$ cat src/rtl/mult4_seq_pkg.sv
// rtl/mult4_seq_pkg.sv - shared types and defaults for the sequential shift-add multiplier
package mult4_seq_pkg;

    localparam int WIDTH_DEF = 4;

    typedef enum logic [1:0] {
        IDLE = 2'd0,
        CALC = 2'd1,
        DONE = 2'd2
    } state_t;

endpackage

$ cat src/rtl/mult4_seq_if.sv
// rtl/mult4_seq_if.sv - start/busy/done handshake and operand/product bundle
interface mult4_seq_if #(parameter int WIDTH = mult4_seq_pkg::WIDTH_DEF) ();

    logic                   start;
    logic [WIDTH-1:0]       a;
    logic [WIDTH-1:0]       b;
    logic                   busy;
    logic                   done;
    logic [2*WIDTH-1:0]     p;

    modport master (output start, a, b, input busy, done, p);
    modport slave  (input start, a, b, output busy, done, p);

endinterface

$ cat src/rtl/mult4_seq_adder_ripple_c.sv
// rtl/mult4_seq_adder_ripple_c.sv - full adder cell and WIDTH-bit ripple-carry adder with carry out
module fulladd (
    input  logic x,
    input  logic y,
    input  logic ci,
    output logic s,
    output logic co
);

    assign s  = x ^ y ^ ci;
    assign co = (x & y) | (ci & (x ^ y));

endmodule

module adder_ripple_c
    import mult4_seq_pkg::*;
#(
    parameter int WIDTH = WIDTH_DEF
) (
    input  logic [WIDTH-1:0] x,
    input  logic [WIDTH-1:0] y,
    output logic [WIDTH-1:0] s,
    output logic             cout
);

    logic [WIDTH:0] c;

    // Carry-in is fixed at zero: the multiplier only ever needs a plain add.
    assign c[0] = 1'b0;

    for (genvar i = 0; i < WIDTH; i++) begin : g_fa
        fulladd u_fa (
            .x  (x[i]),
            .y  (y[i]),
            .ci (c[i]),
            .s  (s[i]),
            .co (c[i+1])
        );
    end

    assign cout = c[WIDTH];

endmodule

$ cat src/rtl/mult4_seq.sv
// rtl/mult4_seq.sv - sequential unsigned shift-add multiplier reusing one ripple-carry adder
module mult4_seq
    import mult4_seq_pkg::*;
#(
    parameter int WIDTH = WIDTH_DEF
) (
    input  logic        clk,
    input  logic        rstn,
    mult4_seq_if.slave  bus
);

    localparam int CNT_W = $clog2(WIDTH) + 1;

    state_t               st_q, st_d;
    logic [WIDTH-1:0]     m_q, m_d;
    logic [WIDTH-1:0]     h_q, h_d;
    logic [WIDTH-1:0]     l_q, l_d;
    logic [CNT_W-1:0]     cnt_q, cnt_d;
    logic [2*WIDTH-1:0]   p_q, p_d;

    logic [WIDTH-1:0]     addend;
    logic [WIDTH-1:0]     sum;
    logic                 carry;
    logic [WIDTH-1:0]     h_step;
    logic [WIDTH-1:0]     l_step;

    assign addend = l_q[0] ? m_q : '0;

    adder_ripple_c #(.WIDTH(WIDTH)) u_add (
        .x    (h_q),
        .y    (addend),
        .s    (sum),
        .cout (carry)
    );

    // The carry shifts into the top of H, so the running sum never overflows.
    assign h_step = {carry, sum[WIDTH-1:1]};
    assign l_step = {sum[0], l_q[WIDTH-1:1]};

    always_ff @(posedge clk or negedge rstn) begin
        if (!rstn) begin
            st_q  <= IDLE;
            m_q   <= '0;
            h_q   <= '0;
            l_q   <= '0;
            cnt_q <= '0;
            p_q   <= '0;
        end else begin
            st_q  <= st_d;
            m_q   <= m_d;
            h_q   <= h_d;
            l_q   <= l_d;
            cnt_q <= cnt_d;
            p_q   <= p_d;
        end
    end

    always_comb begin
        st_d  = st_q;
        m_d   = m_q;
        h_d   = h_q;
        l_d   = l_q;
        cnt_d = cnt_q;
        p_d   = p_q;
        case (st_q)
            IDLE: begin
                if (bus.start) begin
                    m_d   = bus.a;
                    l_d   = bus.b;
                    h_d   = '0;
                    cnt_d = '0;
                    st_d  = CALC;
                end
            end
            CALC: begin
                h_d   = h_step;
                l_d   = l_step;
                cnt_d = cnt_q + 1'b1;
                if (cnt_q == CNT_W'(WIDTH - 1)) begin
                    p_d  = {h_step, l_step};
                    st_d = DONE;
                end
            end
            DONE: st_d = IDLE;
            default: st_d = IDLE;
        endcase
    end

    assign bus.busy = (st_q != IDLE);
    assign bus.done = (st_q == DONE);
    assign bus.p    = p_q;

endmodule

$ cat src/flat_wrapper.sv
// flat-port wrapper written by rule: the top's interface ports become plain ports
module mult4_seq_flat import mult4_seq_pkg::*;
#(
    parameter int WIDTH = WIDTH_DEF
)
  (clk, rstn, bus_start, bus_a, bus_b, bus_busy, bus_done, bus_p);
  mult4_seq_if #(.WIDTH(WIDTH)) bus_i ();
  input  logic clk;
  input  logic rstn;
  input wire logic [$bits(bus_i.start)-1:0] bus_start;
  input wire logic [$bits(bus_i.a)-1:0] bus_a;
  input wire logic [$bits(bus_i.b)-1:0] bus_b;
  output wire logic [$bits(bus_i.busy)-1:0] bus_busy;
  output wire logic [$bits(bus_i.done)-1:0] bus_done;
  output wire logic [$bits(bus_i.p)-1:0] bus_p;
  assign bus_i.start = bus_start;
  assign bus_i.a = bus_a;
  assign bus_i.b = bus_b;
  assign bus_busy = bus_i.busy;
  assign bus_done = bus_i.done;
  assign bus_p = bus_i.p;
  mult4_seq #(.WIDTH(WIDTH)) u_core (.clk(clk), .rstn(rstn), .bus(bus_i));
endmodule
$ cat config.mk
export PLATFORM = sky130hd
export DESIGN_NAME = mult4_seq_flat
export DESIGN_NICKNAME = d
export VERILOG_FILES = /design/src/rtl/mult4_seq_pkg.sv /design/src/rtl/mult4_seq_if.sv /design/src/rtl/mult4_seq_adder_ripple_c.sv /design/src/rtl/mult4_seq.sv /design/src/flat_wrapper.sv
export SDC_FILE = /design/constraint.sdc
export NUM_CORES = 1
export LEC_CHECK = 0
export ABC_AREA = 1
export BUFFER_PORTS_ARGS = -buffer_cell sky130_fd_sc_hd__buf_2
export CORE_MARGIN = 10
export CORE_UTILIZATION = 57
export DETAILED_ROUTE_END_ITERATION = 10
export GPL_ROUTABILITY_DRIVEN = 0
export HOLD_SLACK_MARGIN = 0.1
export MAX_ROUTING_LAYER = met4
export PLACE_DENSITY = 0.88
export SYNTH_ARGS = -nofsm -noshare
export SYNTH_HDL_FRONTEND = slang
export SYNTH_SLANG_ARGS = --single-unit
export TNS_END_PERCENT = 5
$ cat constraint.sdc
create_clock -name clk -period 5 [get_ports clk]
set_input_delay 0.75 -clock clk [delete_from_list [all_inputs] [get_ports clk]]
set_output_delay 0.75 -clock clk [all_outputs]
set_load 0.01 [all_outputs]
Word level (Yosys, flattened, before mapping)
Index checks and enable logic that the tools add are counted.
{"block": "word_totals", "output_inout_bits": 10, "latch_bits": 0, "reg_bits": 25, "elab_cells": 46, "mem_bits_rw": 0, "mem_bits_ro": 0, "input_bits": 11, "mem_count": 0}
{"block": "classes", "shift": 0, "n_mux": 10, "div": 0, "eq_ne": 5, "magnitude_cmp": 0, "bitwise": 17, "multipliers": 0, "addsub": 1, "reduce_logical": 7}
{"cell": "4-bit one-hot mux with 2 select lines", "n": 2}
{"cell": "4-bit two-way mux", "n": 3}
{"cell": "2-bit AND reduction", "n": 4}
{"cell": "1-bit bitwise AND", "n": 7}
{"cell": "1-bit XOR", "n": 7}
{"cell": "3-bit one-hot mux with 2 select lines", "n": 1}
{"cell": "2-bit two-way mux", "n": 2}
{"cell": "2-bit one-hot mux with 2 select lines", "n": 1}
{"cell": "2-bit nonzero test", "n": 2}
{"cell": "3-bit by 1-bit adder with 3-bit output, second input constant", "n": 1}
{"cell": "3-bit by 2-bit equality test with 1-bit output, second input constant", "n": 1}
{"cell": "3-bit two-way mux", "n": 1}
{"cell": "1-bit OR", "n": 3}
{"cell": "2-bit by 1-bit equality test with 1-bit output, second input constant", "n": 1}
{"cell": "2-bit equality test, second input constant", "n": 1}
{"cell": "2-bit zero test", "n": 1}
{"cell": "2-bit by 1-bit inequality test with 1-bit output, second input constant", "n": 1}
{"cell": "2-bit inequality test, second input constant", "n": 1}

Logic depth before layout (Yosys ltp)
{"block": "logic_depth", "ltp_word": 9, "depth_mapped": 8, "depth_no_buf": 8}

Cells and area by module
From an unflattened synthesis, not the netlist that was laid out.
{"block": "hier_totals", "cells_unflattened": 131, "hier_area_um2": 1147.4}
{"mod": "mult4_seq", "area_each_um2": 1063.5, "cells_each": 126, "seq_area_each_um2": 625.6, "instances": 1}
{"mod": "fulladd", "area_each_um2": 20.0, "cells_each": 1, "seq_area_each_um2": 0.0, "instances": 4}
{"mod": "adder_ripple_c", "area_each_um2": 3.8, "cells_each": 1, "seq_area_each_um2": 0.0, "instances": 1}

Worst setup path after synthesis
Ideal clock, no wire load.
{"block": "synth_path", "path_kind": "register to register", "from": "reg u_core.l_q[0]", "to": "reg u_core.p_q[6], in the netlist u_core.bus.p[6]", "t_required_ns": 4.874, "setup_ns": 0.126, "period_less_slack_ns": 2.064, "n_path_buf": 0, "path_slack_ns": 2.936, "t_arrival_ns": 1.938, "stages_incl_launch_ff": 9, "path_cell_list": "dfrtp_1 nand2_1 inv_1 ha_1 inv_1 fa_1 fa_1 fa_1 o21ai_0"}
{"block": "synth_via", "elab_chain_cells": 7, "elab_cells_between_ends": 12, "cone_classes": "mux (1); bitwise (11)"}
{"item": "start, declared", "line": "mult4_seq.sv:17", "source": "logic [WIDTH-1:0] l_q, l_d;"}
{"item": "start signal, assigned", "line": "mult4_seq.sv:52", "source": "l_q <= l_d;"}
{"item": "4-bit two-way mux *", "line": "mult4_seq.sv:27", "source": "assign addend = l_q[0] ? m_q : '0;"}
{"item": "1-bit bitwise AND / 1-bit XOR (equally long branches)", "line": "mult4_seq_adder_ripple_c.sv:11", "source": "assign co = (x & y) | (ci & (x ^ y));"}
{"item": "1-bit bitwise AND", "line": "mult4_seq_adder_ripple_c.sv:11"}
{"item": "1-bit OR", "line": "mult4_seq_adder_ripple_c.sv:11"}
{"item": "1-bit bitwise AND", "line": "mult4_seq_adder_ripple_c.sv:11"}
{"item": "1-bit OR", "line": "mult4_seq_adder_ripple_c.sv:11"}
{"item": "1-bit XOR *", "line": "mult4_seq_adder_ripple_c.sv:10", "source": "assign s = x ^ y ^ ci;"}
{"item": "end signal, assigned", "line": "mult4_seq.sv:54", "source": "p_q <= p_d;"}
{"item": "end, declared", "line": "mult4_seq.sv:19", "source": "logic [2*WIDTH-1:0] p_q, p_d;"}
Mark *: on every way between the ends. The rest lies on a longest branch, timed or not.
A chain may end at the register's enable or synchronous reset.

Worst setup path in the final report
{"block": "layout_path", "from": "reg u_core.l_q[0]", "to": "reg u_core.h_q[2]"}
{"block": "layout_via", "elab_chain_cells": 8, "elab_cells_between_ends": 13, "cone_classes": "mux (2); bitwise (11)"}
{"item": "4-bit two-way mux *", "line": "mult4_seq.sv:27"}
{"item": "1-bit bitwise AND / 1-bit XOR (equally long branches)", "line": "mult4_seq_adder_ripple_c.sv:11"}
{"item": "1-bit bitwise AND", "line": "mult4_seq_adder_ripple_c.sv:11"}
{"item": "1-bit OR", "line": "mult4_seq_adder_ripple_c.sv:11"}
{"item": "1-bit bitwise AND", "line": "mult4_seq_adder_ripple_c.sv:11"}
{"item": "1-bit OR", "line": "mult4_seq_adder_ripple_c.sv:11"}
{"item": "1-bit XOR *", "line": "mult4_seq_adder_ripple_c.sv:10"}
{"item": "4-bit one-hot mux with 2 select lines *", "line": "mult4_seq.sv:65", "source": "case (st_q)"}
{"item": "end signal, assigned", "line": "mult4_seq.sv:44", "source": "h_q <= '0;"}
{"item": "end signal, assigned", "line": "mult4_seq.sv:51", "source": "h_q <= h_d;"}
{"item": "end, declared", "line": "mult4_seq.sv:16", "source": "logic [WIDTH-1:0] h_q, h_d;"}
Marked as above.

==> results.yml <==
die:
  die_w_um: 64.42
  core_um2: 1922
  pin_count: 21
  rows: 16
  die_h_um: 64.42
  start_util: 0.5853
  die_area_um2: 4150
critical_path:
  crit_path_start_kind: "flop"
  crit_type: "reg -> reg"
  cp_max_fo: 5
  arrival_ps: 2380
  reg2reg_setup_slack_ps: 2820
  cp-end-kind: "flop"
  cp.required_ps: 5200
layout:
  mostFrequentLayoutCells: "58 x nand2_1, 25 x dfrtp_1, 20 x buf_2, 11 x o21ai_0, 10 x nand3_1"
  final_layout_size_suffix_gt1_frac: 0.1633
  fin_nets: 165
  final_common_cell: "nand2_1"
  syn2layout_area_growth_pct: 11.68
  finalInstanceArea_um2: 1256
  insertedDiodeCount: 0
  fillers: 163
  fin_util: 0.6536
placed_design:
  place_area_um2: 1230
  place_hpwl_mm: 1.775
  place.port_buffers: 20
synth:
  ys_types: 13
  netlist_area_um2: 1125
  synth_cells: 127
  synth_seq_area_share: 0.5562
  synth-seq-cells: 25
  yosysWarnings: 0
  syn_area_per_cell_um2: 8.857
  synth_nets: 144
power:
  p_leak_uw: 0.0006779
  p_total_uw: 705.4
  ir_drop_uv: 374.2
  power_density_nw_per_um2: 561.5
timing:
  hold_viol_final: 0
  setup_viol: 0
  slew_headroom: 0.4150
  fin_crit_sh: 0.4361
  period_minus_slack_ps: 2180
  finalSetupTns_ps: 0
  final_max_slew_viol_count: 0
  worst_slew_pin_slew_ps: 871.7
  max_freq_mhz: 458.6
  finClkSkew_ps: 2.946
  rsz0062_at_grt: "false"
cts:
  htree_num_levels: 1
  cts_buffer_depth: 2
  cts_tree: "yes"
  post_cts_resize_count: 0
  numCtsBuffers: 3
  postCtsHoldBufs: 0
  clk_pin_slew_worst_paths_ps: 120
  clock-sinks: 25
  clk_latency_ps: 320
  post_cts.repair.setup_buffers: 0
  root_buffer: "clkbuf_4"
detailed_routing:
  ant_nets: 0
  drt_iter0_drc: 41
  viasPerCell: 5.253
  dr.pass1.iters: 4
  vias: 914
  wl_per_cell_um: 13.20
  routed_wl_mm: 2.297
  drcViolationCount: 0
grt:
  grt_pass1_wl_mm: 3.898
  grt_pass1_vias: 961
  antenna_found_initial: 0
  gr-total-overflow: 0
  track_usage: 0.1162
  grt_max_degree: 26
flow_run:
  drv_cap: 0
outcome:
  outcome: "complete, no violations"
hold_path:
  hold_class: "in -> async"
area by class of cell:
class,instances,area [um2],share of cell area
inverters,10,37.54,0.02988
flip-flops and latches,25,625.6,0.4980
well taps,27,33.78,0.02689
repair buffers,20,100.1,0.07968
multi-input cells,88,432.9,0.3446
clock buffers,4,26.28,0.02092
synthesized netlist by cell type:
master    n  share of area
buf_4     1         0.0067
nor2_1    2         0.0067
inv_1     9          0.030
nand2_1  58           0.19
o21ai_0  11          0.049
dfrtp_1  25           0.56
fa_1      3          0.053
inv_2     1         0.0033
nand3_1  10          0.044
buf_6     1          0.010
ha_1      3          0.033
o21ai_1   1         0.0044
buf_2     2         0.0089
metal layers:
layer,global-route usage,wire length (um),vias to the layer above
li1,-,-,442
met1,0.1313,1010,441
met2,0.1897,1121,26
met3,0.03608,130,5
met4,0.04278,35,0
met5,-,0,-
per-stage QoR:
step | hold slack (ps) | setup slack, ps | instances
5_1_grt | 414.2 | 2702 | 174
3_5_place_dp | 464.7 | 2819 | 170
6_report | 390.8 | 2820 | 174
4_1_cts | 402.7 | 2807 | 174
2_1_floorplan | 442.2 | 2936 | 127
3_3_place_gp | 456.6 | 2890 | 170
logic make-up after synthesis:
logic type	synth area share
flip-flops	0.5562
AO/OA/AOI/OAI	0.05339
adder cells (fa/ha/maj)	0.08677
AND/OR/NAND/NOR	0.2447
buffers and inverters	0.05895
sequential cells by signal, summed over array words and instances (netlist names):
name	flops
u_core.bus.p	8
u_core.h_q	4
u_core.l_q	4
u_core.m_q	4
u_core.cnt_q	3
u_core.st_q	2
path summary, 6_finish.rpt:
kind	start	cells past startpoint	to
max	u_core.l_q[0]	8	u_core.h_q[2]
min	rstn	1	u_core.bus.p[4]
min reg2reg	u_core.bus.p[3]	2	u_core.bus.p[3]
min in group clk	u_core.bus.p[3]	2	u_core.bus.p[3]
max in group asynchronous	rstn	1	u_core.h_q[2]
max reg2reg	u_core.l_q[0]	8	u_core.h_q[2]
where the power goes:
group          switching, uW  leakage [uW]  internal, uW
Clock                   56.5     0.0000150          31.2
Combinational            177      0.000341          99.5
Sequential              58.9      0.000322           283
Total                    292      0.000678           413
worst max-delay path, cell delays in order, from the launching register on:
cell and delay [ps]:
dfrtp_1 420, nand2_1 70, inv_1 50, ha_1 120, inv_1 40, fa_1 370, fa_1 380, fa_1 500
o21ai_0 90
(Power assumes the default switching activity.)
